===== src/rtl/rst_ce_pkg.sv =====
// Shared types and constants for the reset-sequencing / clock-enable generator.
// Holds the sequencer state encoding, a width helper and the default parameters.
package rst_ce_pkg;

  typedef enum logic [1:0] {
    S_HOLD    = 2'd0,
    S_RELEASE = 2'd1,
    S_RUN     = 2'd2
  } seq_state_e;

  localparam int DEF_NUM_CH      = 4;
  localparam int DEF_DIV_W       = 8;
  localparam int DEF_POR_CYCLES  = 10;
  localparam int DEF_STAGGER     = 2;
  localparam int DEF_DIV_DEFAULT = 0;

  // Counter/index width for values 0..n-1, never narrower than one bit.
  function automatic int CLOG2_MIN1(input int n);
    return (n <= 2) ? 1 : $clog2(n);
  endfunction

endpackage


===== src/rtl/rst_ce_gen_ce_div.sv =====
// Per-channel clock-enable divider: divisor register, down-counter and strobe flop.
// The strobe period is div+1 cycles once the channel is enabled.
module ce_div #(
  parameter int DIV_W       = 8,
  parameter int DIV_DEFAULT = 0
) (
  input  logic             clk_in,
  input  logic             reset,
  input  logic             en,
  input  logic             we,
  input  logic [DIV_W-1:0] val,
  output logic             ce
);

  localparam logic [DIV_W-1:0] DIV_INIT = DIV_W'(DIV_DEFAULT);

  logic [DIV_W-1:0] div_reg;
  logic [DIV_W-1:0] cnt_reg;

  always_ff @(posedge clk_in) begin
    if (reset) begin
      div_reg <= DIV_INIT;
      cnt_reg <= DIV_INIT;
      ce      <= 1'b0;
    end else begin
      if (we) begin
        div_reg <= val;
      end
      // While held, track the divisor (including a same-cycle write) so the
      // first count after release uses the freshest value.
      if (!en) begin
        cnt_reg <= we ? val : div_reg;
        ce      <= 1'b0;
      end else if (cnt_reg == '0) begin
        ce      <= 1'b1;
        cnt_reg <= div_reg;
      end else begin
        ce      <= 1'b0;
        cnt_reg <= cnt_reg - 1'b1;
      end
    end
  end

endmodule


===== src/rtl/rst_ce_gen.sv =====
// Power-on reset sequencer with staggered per-channel release and
// programmable clock-enable strobes for every downstream channel.
module rst_ce_gen
  import rst_ce_pkg::*;
#(
  parameter int NUM_CH      = DEF_NUM_CH,
  parameter int DIV_W       = DEF_DIV_W,
  parameter int POR_CYCLES  = DEF_POR_CYCLES,
  parameter int STAGGER     = DEF_STAGGER,
  parameter int DIV_DEFAULT = DEF_DIV_DEFAULT
) (
  input  logic                          clk_in,
  input  logic                          reset,
  input  logic                          soft_rst,
  input  logic                          div_we,
  input  logic [CLOG2_MIN1(NUM_CH)-1:0] div_sel,
  input  logic [DIV_W-1:0]              div_val,
  output logic [NUM_CH-1:0]             rst_out_n,
  output logic [NUM_CH-1:0]             ce_out,
  output logic                          ready
);

  localparam int SEL_W = CLOG2_MIN1(NUM_CH);
  localparam int POR_W = CLOG2_MIN1(POR_CYCLES);
  localparam int STG_W = CLOG2_MIN1(STAGGER);

  localparam logic [POR_W-1:0] POR_LOAD = POR_W'(POR_CYCLES - 1);
  localparam logic [STG_W-1:0] STG_LOAD = STG_W'(STAGGER - 1);
  localparam logic [SEL_W-1:0] LAST_CH  = SEL_W'(NUM_CH - 1);

  seq_state_e        state_reg;
  logic [POR_W-1:0]  por_cnt_reg;
  logic [STG_W-1:0]  stg_cnt_reg;
  logic [SEL_W-1:0]  ch_reg;
  logic [NUM_CH-1:0] release_now;
  logic [NUM_CH-1:0] div_en;

  always_ff @(posedge clk_in) begin
    if (reset || soft_rst) begin
      state_reg   <= S_HOLD;
      por_cnt_reg <= POR_LOAD;
      stg_cnt_reg <= '0;
      ch_reg      <= '0;
      rst_out_n   <= '0;
      ready       <= 1'b0;
    end else begin
      case (state_reg)
        S_HOLD: begin
          if (por_cnt_reg == '0) begin
            state_reg   <= S_RELEASE;
            ch_reg      <= '0;
            stg_cnt_reg <= '0;
          end else begin
            por_cnt_reg <= por_cnt_reg - 1'b1;
          end
        end
        S_RELEASE: begin
          if (stg_cnt_reg == '0) begin
            rst_out_n <= rst_out_n | release_now;
            if (ch_reg == LAST_CH) begin
              state_reg <= S_RUN;
              ready     <= 1'b1;
            end else begin
              ch_reg      <= ch_reg + SEL_W'(1);
              stg_cnt_reg <= STG_LOAD;
            end
          end else begin
            stg_cnt_reg <= stg_cnt_reg - 1'b1;
          end
        end
        S_RUN: begin
        end
        default: state_reg <= S_HOLD;
      endcase
    end
  end

  // A divider starts counting on the very edge its channel is released, so it
  // sees the release decision rather than the registered reset output.
  for (genvar gi = 0; gi < NUM_CH; gi++) begin : g_ch
    assign release_now[gi] = (state_reg == S_RELEASE) && (stg_cnt_reg == '0) &&
                             (ch_reg == SEL_W'(gi));
    assign div_en[gi] = ~soft_rst & (rst_out_n[gi] | release_now[gi]);

    ce_div #(
      .DIV_W       (DIV_W),
      .DIV_DEFAULT (DIV_DEFAULT)
    ) u_div (
      .clk_in (clk_in),
      .reset  (reset),
      .en     (div_en[gi]),
      .we     (div_we && (div_sel == SEL_W'(gi))),
      .val    (div_val),
      .ce     (ce_out[gi])
    );
  end

endmodule


===== config.mk =====
export PLATFORM = sky130hd
export DESIGN_NAME = rst_ce_gen
export DESIGN_NICKNAME = d
export VERILOG_FILES = /design/src/rtl/rst_ce_pkg.sv /design/src/rtl/rst_ce_gen_ce_div.sv /design/src/rtl/rst_ce_gen.sv
export SDC_FILE = /design/constraint.sdc
export NUM_CORES = 1
export LEC_CHECK = 0
export CAP_MARGIN = 0
export CORE_MARGIN = 2
export CORE_UTILIZATION = 61
export DETAILED_ROUTE_END_ITERATION = 7
export PLACE_DENSITY = 0.81
export SLEW_MARGIN = 25
export SYNTH_ARGS = -nofsm -noshare
export SYNTH_HDL_FRONTEND = slang
export SYNTH_HIERARCHICAL = 1
export SYNTH_SLANG_ARGS = --single-unit

===== constraint.sdc =====
create_clock -name clk_in -period 3.2 [get_ports clk_in]
set_input_delay 0.64 -clock clk_in [delete_from_list [all_inputs] [get_ports clk_in]]
set_output_delay 0.64 -clock clk_in [all_outputs]
set_load 0.02 [all_outputs]

* Word-level counts from Yosys, hierarchy flattened *
Index checks and enable logic that the tools add are counted.

storage, ports and cells
  bits of input ports = 14
  output and inout bits = 9
  bits in registers = 82
  word-level logic and storage cells = 111

cells by class
  reduce and logical (&&, ||, !) cells = 29
  bitwise logic cells = 17
  $add $sub $neg = 7
  eq/ne operators = 12
  mux-type cells = 28

operator list
  cell                   count
  $mux W8                12
  $logic_not A8 Y1       4
  $sub A8 B1 Y8 const B  4
  $mux W2                6
  $eq A2 B2 Y1 const B   5
  $logic_and A1 B1 Y1    9
  $ne A2 B2 Y1 const B   4
  $not A1 Y1             8
  $reduce_and A4 Y1      2
  $reduce_or A2 Y1       4
  $mux W1                7
  $eq A2 B1 Y1 const B   3
  $logic_not A2 Y1       3
  $pmux W2 S3            1
  $reduce_and A2 Y1      3
  $and A1 B1 Y1          4
  $logic_not A4 Y1       1
  $or A1 B1 Y1           4
  $or A4 B4 Y4           1
  $pmux W2 S2            1
  $sub A4 B1 Y4 const B  1
  $reduce_and A3 Y1      1
  $add A2 B1 Y2 const B  1
  $pmux W1 S2            1
  other kinds (3)        3

* Logic depth before layout (Yosys ltp) *
  depth after elaboration = 7
  depth in mapped cells = 7
  gate-level depth less buffers = 7

* By module *
Netlist, hierarchy kept.

by module, submodules not included
  module      instances  cells an instance  area each (um2)  seq. area each (um2)
  ce_div      4          84                 822.0            340.3
  rst_ce_gen  1          82                 708.2            280.3

* Least setup slack after synthesis *
No wires, ideal clock.

  path kind = input to register
  start point = input div_sel[1]
  end point = register g_ch[0].u_div.cnt_reg[6]
  data required time = 3.097 ns
  cell stages on the path = 4
  setup time = 0.103 ns
  setup slack = 1.602 ns
  data arrival time = 1.494 ns
  buffers on the path = 1
  cell sequence = nor3b_1 buf_2 mux2i_1 a2111oi_2

on the way
  longest elaborated chain between the ends = 4

ends and longest elaborated chain
  what                  RTL line                 RTL
  start, declared       rst_ce_gen.sv:16         input logic [CLOG2_MIN1(NUM_CH)-1:0] div_sel,
  $logic_not A2 Y1      rst_ce_gen.sv:92         .we (div_we && (div_sel == SEL_W'(gi))),
  $logic_and A1 B1 Y1   rst_ce_gen.sv:92
  $mux W8               rst_ce_gen_ce_div.sv:32  cnt_reg <= we ? val : div_reg;
  $mux W8               rst_ce_gen_ce_div.sv:31  if (!en) begin
  end signal, assigned  rst_ce_gen_ce_div.sv:32
  end signal, assigned  rst_ce_gen_ce_div.sv:36  cnt_reg <= div_reg;
  end signal, assigned  rst_ce_gen_ce_div.sv:39  cnt_reg <= cnt_reg - 1'b1;
  end, declared         rst_ce_gen_ce_div.sv:18  logic [DIV_W-1:0] cnt_reg;

Every way passes these cells.
A chain may end at the register's enable or synchronous reset.

* Final worst setup path *
  start point = input reset
  end point = register ch_reg[0]

on the way
  longest elaborated chain between the ends = 1

ends and longest elaborated chain
  what                  RTL line          RTL
  start, declared       rst_ce_gen.sv:13  input logic reset,
  $logic_or A1 B1 Y1    rst_ce_gen.sv:39  if (reset || soft_rst) begin
  end signal, assigned  rst_ce_gen.sv:64  ch_reg <= ch_reg + SEL_W'(1);
  end, declared         rst_ce_gen.sv:34  logic [SEL_W-1:0] ch_reg;

Every way passes these cells.

==> reports/metrics.cfg <==
[die]
core-area_sq_um = 6350
initial_core_util_pct = 62.9
fp-row-count = 29
die-area_sq_um = 7210
ioPinCount = 23
fp.dieW_um = 84.9
die_y_um = 84.9

[critical_path]
cp_max_fo = 24
cp.required_ns = 3.48
worst_setup_path_start_kind = primary input
crit_type = in -> reg
crit_arrival_ns = 2.39
end_kind = flip-flop

[yosys]
syn_avg_cell_area_sq_um = 9.56
ys_async_sr_fraction_pct = 0
synth_nets = 446
synthFlopType = dfxtp_1
synth-seq-cells = 82
synthCells = 418
syn-cell-area_sq_um = 4000
synth_warnings = 6
synth_edf_count = 0
yosysSeqAreaShare_pct = 41.1
synth_cell_types = 46

[timing]
fin_skew_ns = 0.0118
finalSetupTns_ns = 0
whs_ns = 0.478
tightest_slew_ns = 0.870
hold_viol_final = 0
fin_crit_sh_pct = 66.0
setup_viol_count_final = 0
drv_slew = 0
slew_headroom_pct = 41.8
final.min_clock_period_ns = 2.11
rsz0062_at_grt = false
fmax_mhz = 474

[clock_tree]
cts_buffers = 9
h-tree-depth = 3
ctsLongestPathBuffers = 2
hold_buffers = 0
cts_tree = done
root_buffer = clkbuf_8
cts_resized = 0
cts.sinks = 82
insertion_delay_ns = 0.35
cts_setup_buffers = 0
clk_pin_slew_ns = 0.08

[layout]
diodes = 0
seq_area_sq_um = 1640
area_delta_synth_final_pct = 11.2
nets = 463
fillCellCount = 475
final_layout_size_suffix_gt1_share_pct = 12.0
multi_input_area_sq_um = 2160

[grt]
overflow = 0
grt_pass1_wl_mm = 14.1
grt_usage_pct = 24.7
antenna_found_initial = 0
grt_max_degree = 25
grt_pass1_vias = 3048

[run]
cap_violations = 0

[power_and_ir_drop]
power.density_nw_per_um2 = 496
leakage_uw = 0.00166
ir_drop_mv = 0.318

[placement]
io_buffer_count = 22
gp_congestion = 0.832
hpwl_mm = 5.86

[drt]
wl_per_cell_um = 16.6
drt_iter0_markers = 124
vias_per_cell = 6.05
drc = 0
antenna_left = 0
drtPass1Iterations = 4
drt_wl_total_mm = 8.60
routed-via-count = 3130

[run_status]
outcome = completed

[hold_path]
hold_path_class = reg -> reg

-- cells by family (layout without fill, tap and decap cells) --
logic type / after synthesis / in the layout / share of synthesized area (%)
mux: 49 / 49 / 12.5
buf+inv: 41 / 63 / 4.92
fa+ha+maj: 14 / 14 / 4.38
flops: 82 / 82 / 41.1
compound gates: 92 / 92 / 15.2
xor+xnor: 12 / 12 / 2.63
simple gates: 128 / 128 / 19.3
-- stage by stage --
stage                     total power (uW)  instances  cell area [sq um]  utilization, %  worst slack (ns)
after floorplan                       1350        418               4000               -              1.60
after global placement                1400        501               4230            66.7             0.833
after detailed placement              1410        501               4230            66.7             0.747
after CTS                             2210        517               4440            70.0              1.09
after global routing                  2290        517               4440            70.0             0.912
final                                 2200        517               4440            70.0              1.09
-- layer usage --
metal	global-route usage, %	part of all wire, %	vias to the layer above
li1	-	-	1543
met1	31.7	47	1493
met2	39.3	47	79
met3	6.61	4.4	15
met4	10.1	1.9	0
met5	0	0	-
-- path summary, 6_finish.rpt --
check	from	to	slack, ns	cells past startpoint
min reg2reg	ready	ready	0.48	2
min	ready	ready	0.48	2
max	reset	ch_reg[0]	1.09	4
max reg2reg	state_reg[0]	g_ch[3].u_div/cnt_reg[6]	1.29	6
-- cells in the final DEF (no fill, tap or decap), drive strengths merged, types with 11 or more instances in the layout --
| cell type | instances |
|---|---|
| clkbuf | 11 |
| nor3b | 11 |
| mux2i | 41 |
| a21oi | 33 |
| ha | 14 |
| dfxtp | 82 |
| inv | 19 |
| nor2 | 57 |
| o22ai | 29 |
| clkdlybuf4s50 | 22 |
-- critical path, stage by stage --
cell,delay [ns]
clkdlybuf4s50_1,0.86
nor2_1,0.58
o21ai_0,0.16
a31oi_1,0.16
-- power breakdown --
group | switching, uW | internal [uW]
sequential | 28.2 | 1050
combinational | 169 | 147
clock | 369 | 439
-- cell usage after synthesis (all sizes together) (2+ instances only) --
| library cell | n | area (sq um) |
|---|---|---|
| nand3b | 4 | 30.0 |
| and3 | 3 | 20.0 |
| a21oi | 33 | 169 |
| o22ai | 29 | 181 |
| a211oi | 4 | 30.0 |
| a2111oi | 4 | 60.1 |
| mux2 | 8 | 90.1 |
| ha | 14 | 175 |
| nor3 | 9 | 45.0 |
| xor2 | 8 | 70.1 |
| nand2 | 5 | 18.8 |
| dfxtp | 82 | 1640 |
| nor3b | 11 | 108 |
| or3 | 5 | 31.3 |
| or2 | 5 | 31.3 |
| nor2b | 4 | 25.0 |
| clkbuf | 9 | 33.8 |
| o211ai | 4 | 30.0 |
| buf | 13 | 91.3 |
| xnor2 | 4 | 35.0 |
| and2 | 4 | 25.0 |
| inv | 19 | 71.3 |
| o21ai | 4 | 20.0 |
| nor2 | 57 | 216 |
| a32oi | 8 | 70.1 |
| nor4 | 4 | 85.1 |
| mux2i | 41 | 410 |
| and4 | 4 | 40.0 |
| nand2b | 9 | 56.3 |
| a31oi | 2 | 12.5 |
-- final cells by class --
type	instances	area share, %
multi-input cells	295	48.6
flip-flops and latches	82	36.9
repair buffers	28	5.97
clock buffers	11	2.96
well taps	77	2.17
clock inverters	5	1.77
inverters	19	1.61
Power figures use the tool's default switching activity.
==> RTL change 1, RTL diff (same settings) <==
Encoding of `seq_state_e`: now one-hot (3 bits for 3 states).
--- a/src/rtl/rst_ce_pkg.sv
+++ b/src/rtl/rst_ce_pkg.sv
@@ -4,6 +4,6 @@
 
-  typedef enum logic [1:0] {
-    S_HOLD    = 2'd0,
-    S_RELEASE = 2'd1,
-    S_RUN     = 2'd2
+  typedef enum logic [2:0] {
+    S_HOLD    = 3'b001,
+    S_RELEASE = 3'b010,
+    S_RUN     = 3'b100
   } seq_state_e;
Formal check against the unedited RTL: no difference found for any inputs over 10 cycles, from zero or initial values and one cycle with reset high; not proved beyond that.
==> RTL change 1 against the original RTL <==
- sequential cell count rose by 1
- die area rose by 1.3%
- design area rose by 0.99%
- total power rose by 0.37%
- worst setup slack improved by 0.11 ns
- synthesized cell count rose by 1.4%
- clock power barely moved
- wire length rose by 1.5%
- sequential share of layout area rose by 0.086 points
- synthesized area rose by 1.3%
- clock skew fell by 0.0042 ns
- combinational power fell by 1%
==> RTL change 1: results (changes against the original RTL) <==
.. list-table::
   :header-rows: 1

   * - Metric
     - Value
   * - Vias per cell
     - 6.19 (was 6.05)
   * - Cell types occupying the most area after synthesis
     - sky130_fd_sc_hd__dfxtp_1 41%, sky130_fd_sc_hd__mux2i_1 9.9%, sky130_fd_sc_hd__nor2_1 5.1% (was sky130_fd_sc_hd__dfxtp_1 41%, sky130_fd_sc_hd__mux2i_1 10%, sky130_fd_sc_hd__nor2_1 5.3%)
   * - Total GRT Usage
     - 24.9% (was 24.7%)
   * - Clock tree skew after final layout
     - 0.00757 ns (was 0.0118 ns)
   * - Synthesized Nets
     - 451 (was 446)
   * - Worst reg-to-reg path cell count
     - 7 (was 6)
   * - Delay-heaviest family, CP
     - simple AND/OR/NAND/NOR gates (was buffers and inverters)
   * - Share of the yosys chip area belonging to registers
     - 41.0% (was 41.1%)
   * - Worst path arrival time
     - 2.25 ns (was 2.39 ns)
   * - Beginning of the critical path
     - div_sel[1] (was reset)
   * - Register-to-register setup slack
     - 1.34 ns (was 1.29 ns)
   * - Total length of routed met3 wires
     - 502 um (was 380 um)
   * - Detailed-routing wirelength on met1
     - 3960 um (was 4010 um)
   * - Final WL
     - 8740 um (was 8600 um)
   * - Reg-to-reg startpoint
     - state_reg[1]$_SDFFE_PP0P_ (was state_reg[0]$_SDFFE_PP0P_)
   * - Final hold slack
     - 0.482 ns (was 0.478 ns)
   * - Detailed router's first-iteration violation count
     - 174 (was 124)
   * - Routability Congestion
     - 0.791 (was 0.832)
   * - Post-Syn Area per Cell
     - 9.55 um^2 (was 9.56 um^2)
   * - First-pass GRT wire length
     - 14500 um (was 14100 um)
   * - Final #Nets
     - 465 (was 463)
   * - Met2 track demand over resource in global routing
     - 40.2% (was 39.3%)
   * - Run status
     - finished clean (unchanged)
   * - Pre-CTS setup slack
     - 0.833 ns (was 0.747 ns)
   * - Met1 layer usage reported by global route
     - 33.4% (was 31.7%)
   * - Highest cell delay on the worst timing path
     - 0.57 ns (was 0.86 ns)
   * - Share of cells above drive strength 1
     - 11.7% (was 12.0%)
   * - Area fraction of the dominant cell type after synthesis
     - 41.0% (was 41.1%)
   * - Worst setup slack after layout
     - 1.19 ns (was 1.09 ns)
   * - Vias in the first global route
     - 3073 (was 3048)
   * - Placed Cells
     - 504 (was 501)
   * - Instance area after placement
     - 0.00428 mm^2 (was 0.00423 mm^2)
-- RTL change 1: cell types whose count changed in the layout (fill, tap and decap cells not counted), moves of 2 or more --
| cell | change |
|---|---|
| sky130_fd_sc_hd__a21oi_1 | +5 |
| sky130_fd_sc_hd__buf_4 | -3 |
| sky130_fd_sc_hd__nand2_1 | -3 |
| sky130_fd_sc_hd__clkinv_2 | +2 |
| sky130_fd_sc_hd__inv_1 | -2 |
| sky130_fd_sc_hd__nor2b_1 | +2 |
| sky130_fd_sc_hd__o211ai_1 | +2 |
| sky130_fd_sc_hd__o21ai_0 | +2 |
| sky130_fd_sc_hd__o221ai_1 | +2 |
| sky130_fd_sc_hd__or3b_2 | +2 |
-- RTL change 1: power breakdown --
part | internal (mW) | total, mW | switching (mW) | leakage, nW
clock network | 0.435 | 0.807 | 0.372 | 0.110
logic | 0.146 | 0.312 | 0.166 | 0.875
registers | 1.06 | 1.09 | 0.0286 | 0.674
-- RTL change 1: cell type report --
cell class | instances | area [um^2]
clock inverter | 6 | 80.1
tap | 77 | 96.3
inverter | 17 | 63.8
timing repair buffer | 26 | 263
multi-input combinational | 301 | 2190
clock buffer | 10 | 128
sequential | 83 | 1660
fill | 472 | 1900
-- RTL change 1: tightest hold or removal path, cell delays in order (launching register included) --
cell	delay, ns
sky130_fd_sc_hd__dfxtp_1	0.33
sky130_fd_sc_hd__a21oi_1	0.04
sky130_fd_sc_hd__nor2_1	0.07
-- RTL change 1: logic make-up (layout without fill, tap and decap cells) --
kind of cell,Yosys count,count (layout),share of synthesized area (%)
buffers and inverters,40,59,4.76
flip-flops,83,83,41.0
AND/OR/NAND/NOR,131,131,19.9
XOR/XNOR,12,12,2.60
AO/OA/AOI/OAI,97,97,15.6
adder cells (fa/ha/maj),13,13,4.02
multiplexers,48,48,12.1
==> RTL change 2, RTL diff (same flow settings) <==
Without the edit above. The package constant `DEF_DIV_W` goes from 8 to 7.
--- a/src/rtl/rst_ce_pkg.sv
+++ b/src/rtl/rst_ce_pkg.sv
@@ -11,3 +11,3 @@
   localparam int DEF_NUM_CH      = 4;
-  localparam int DEF_DIV_W       = 8;
+  localparam int DEF_DIV_W       = 7;
   localparam int DEF_POR_CYCLES  = 10;
Ports: changed (resized div_val); port bits go from 23 to 22. No check against the original RTL was run, so the function may have changed too.
==> RTL change 2 against the original RTL <==
- core utilization rose by 2.6 points
- combinational power fell by 34%
- count of clock-buffer cells in the layout rose by 1
- hold slack improved by 0.0016 ns
- critical path depth rose by 2
- worst setup slack got worse by 0.32 ns
- sequential cell count fell by 8
- synthesized area fell by 11%
- wire length fell by 11%
- design area fell by 9.0%
- clock skew fell by 0.0041 ns
- total power fell by 9.3%
- critical endpoint is now g_ch[3].u_div/cnt_reg[3]$_SDFF_PP0_
- highest routed layer unchanged
==> RTL change 2: results (changes against the original RTL) <==
.. list-table::
   :header-rows: 1

   * - Metric
     - Value
   * - Run status
     - finished clean (unchanged)
   * - Pre-CTS setup slack
     - 0.597 ns (was 0.747 ns)
   * - Highest cell delay on the worst timing path
     - 0.49 ns (was 0.86 ns)
   * - Synthesized Nets
     - 417 (was 446)
   * - Clock tree skew after final layout
     - 0.00766 ns (was 0.0118 ns)
   * - Synth Area in XOR/XNOR
     - 2.94% (was 2.63%)
   * - Count of input and output buffers
     - 21 (was 22)
   * - Cell types occupying the most area after synthesis
     - sky130_fd_sc_hd__dfxtp_1 41%, sky130_fd_sc_hd__mux2i_1 9.2%, sky130_fd_sc_hd__ha_1 4.9% (was sky130_fd_sc_hd__dfxtp_1 41%, sky130_fd_sc_hd__mux2i_1 10%, sky130_fd_sc_hd__nor2_1 5.3%)
   * - Average routed wire per standard cell
     - 15.7 um (was 16.6 um)
   * - Gate count of the mapped netlist
     - 390 (was 418)
   * - Beginning of the critical path
     - state_reg[0]$_SDFFE_PP0P_ (was reset)
   * - First-pass GRT wire length
     - 12600 um (was 14100 um)
   * - Min Clock Period, post-route
     - 2.43 ns (was 2.11 ns)
   * - Most common library cells after synthesis
     - 74 x sky130_fd_sc_hd__dfxtp_1, 44 x sky130_fd_sc_hd__nor2_1, 33 x sky130_fd_sc_hd__mux2i_1 (was 82 x sky130_fd_sc_hd__dfxtp_1, 56 x sky130_fd_sc_hd__nor2_1, 41 x sky130_fd_sc_hd__mux2i_1)
   * - Synth unique cells
     - 47 (was 46)
   * - Vias in the first global route
     - 2814 (was 3048)
   * - Crit path max fanout
     - 8 (was 24)
   * - Adder and majority gate portion of the synthesized area
     - 4.90% (was 4.38%)
   * - Area fraction in compound gates after synthesis
     - 16.2% (was 15.2%)
   * - Delay-heaviest family, CP
     - simple AND/OR/NAND/NOR gates (was buffers and inverters)
   * - Final hold slack
     - 0.480 ns (was 0.478 ns)
   * - Final WL
     - 7620 um (was 8600 um)
   * - Share of cells above drive strength 1
     - 8.74% (was 12.0%)
   * - Final #Nets
     - 434 (was 463)
   * - Leakage Power
     - 1.53 nW (was 1.66 nW)
   * - Half-perimeter wire length of the detailed placement result
     - 5310 um (was 5860 um)
   * - Worst IR drop on VDD
     - 0.000387 V (was 0.000318 V)
   * - Multiplexer share of the synthesized area
     - 10.5% (was 12.5%)
   * - Pin count of the biggest net entering global routing
     - 50 (was 25)
   * - Worst path arrival time
     - 2.70 ns (was 2.39 ns)
   * - Critical Path End
     - g_ch[3].u_div/cnt_reg[3]$_SDFF_PP0_ (was ch_reg[0]$_SDFFE_PP0P_)
   * - Via count
     - 2923 (was 3130)
   * - Detailed router's first-iteration violation count
     - 162 (was 124)
   * - Detailed Routing Iterations Pass 1
     - 5 (was 4)
   * - Register-to-register setup slack
     - 0.77 ns (was 1.29 ns)
## RTL change 2: layer usage
metal	track usage [%]	share of wire [%]	vias to the layer above
met5	0	0	-
met4	11.0	2.0	0
met3	5.62	3.9	16
met2	40.8	46	70
met1	32.4	48	1389
li1	-	-	1448
## RTL change 2: power by group through the flow
| stage | Combinational, mW | Clock (mW) | Sequential (mW) |
|---|---|---|---|
| floorplan | 0.151 | 0 | 0.982 |
| global placement | 0.199 | 0 | 0.986 |
| detailed placement | 0.203 | 0 | 0.987 |
| CTS | 0.205 | 0.833 | 0.966 |
| global route | 0.227 | 0.876 | 0.970 |
| finish | 0.207 | 0.824 | 0.967 |
## RTL change 2: cell type report
cell class	instances	area (um^2)	share of cell area, %
Sequential cell	74	1480	36.6
Timing Repair Buffer	24	228	5.63
Tap cell	72	90.1	2.23
Clock inverter	4	73.8	1.83
Clock buffer	12	155	3.84
Inverter	15	56.3	1.39
Multi-Input combinational cell	283	1960	48.4
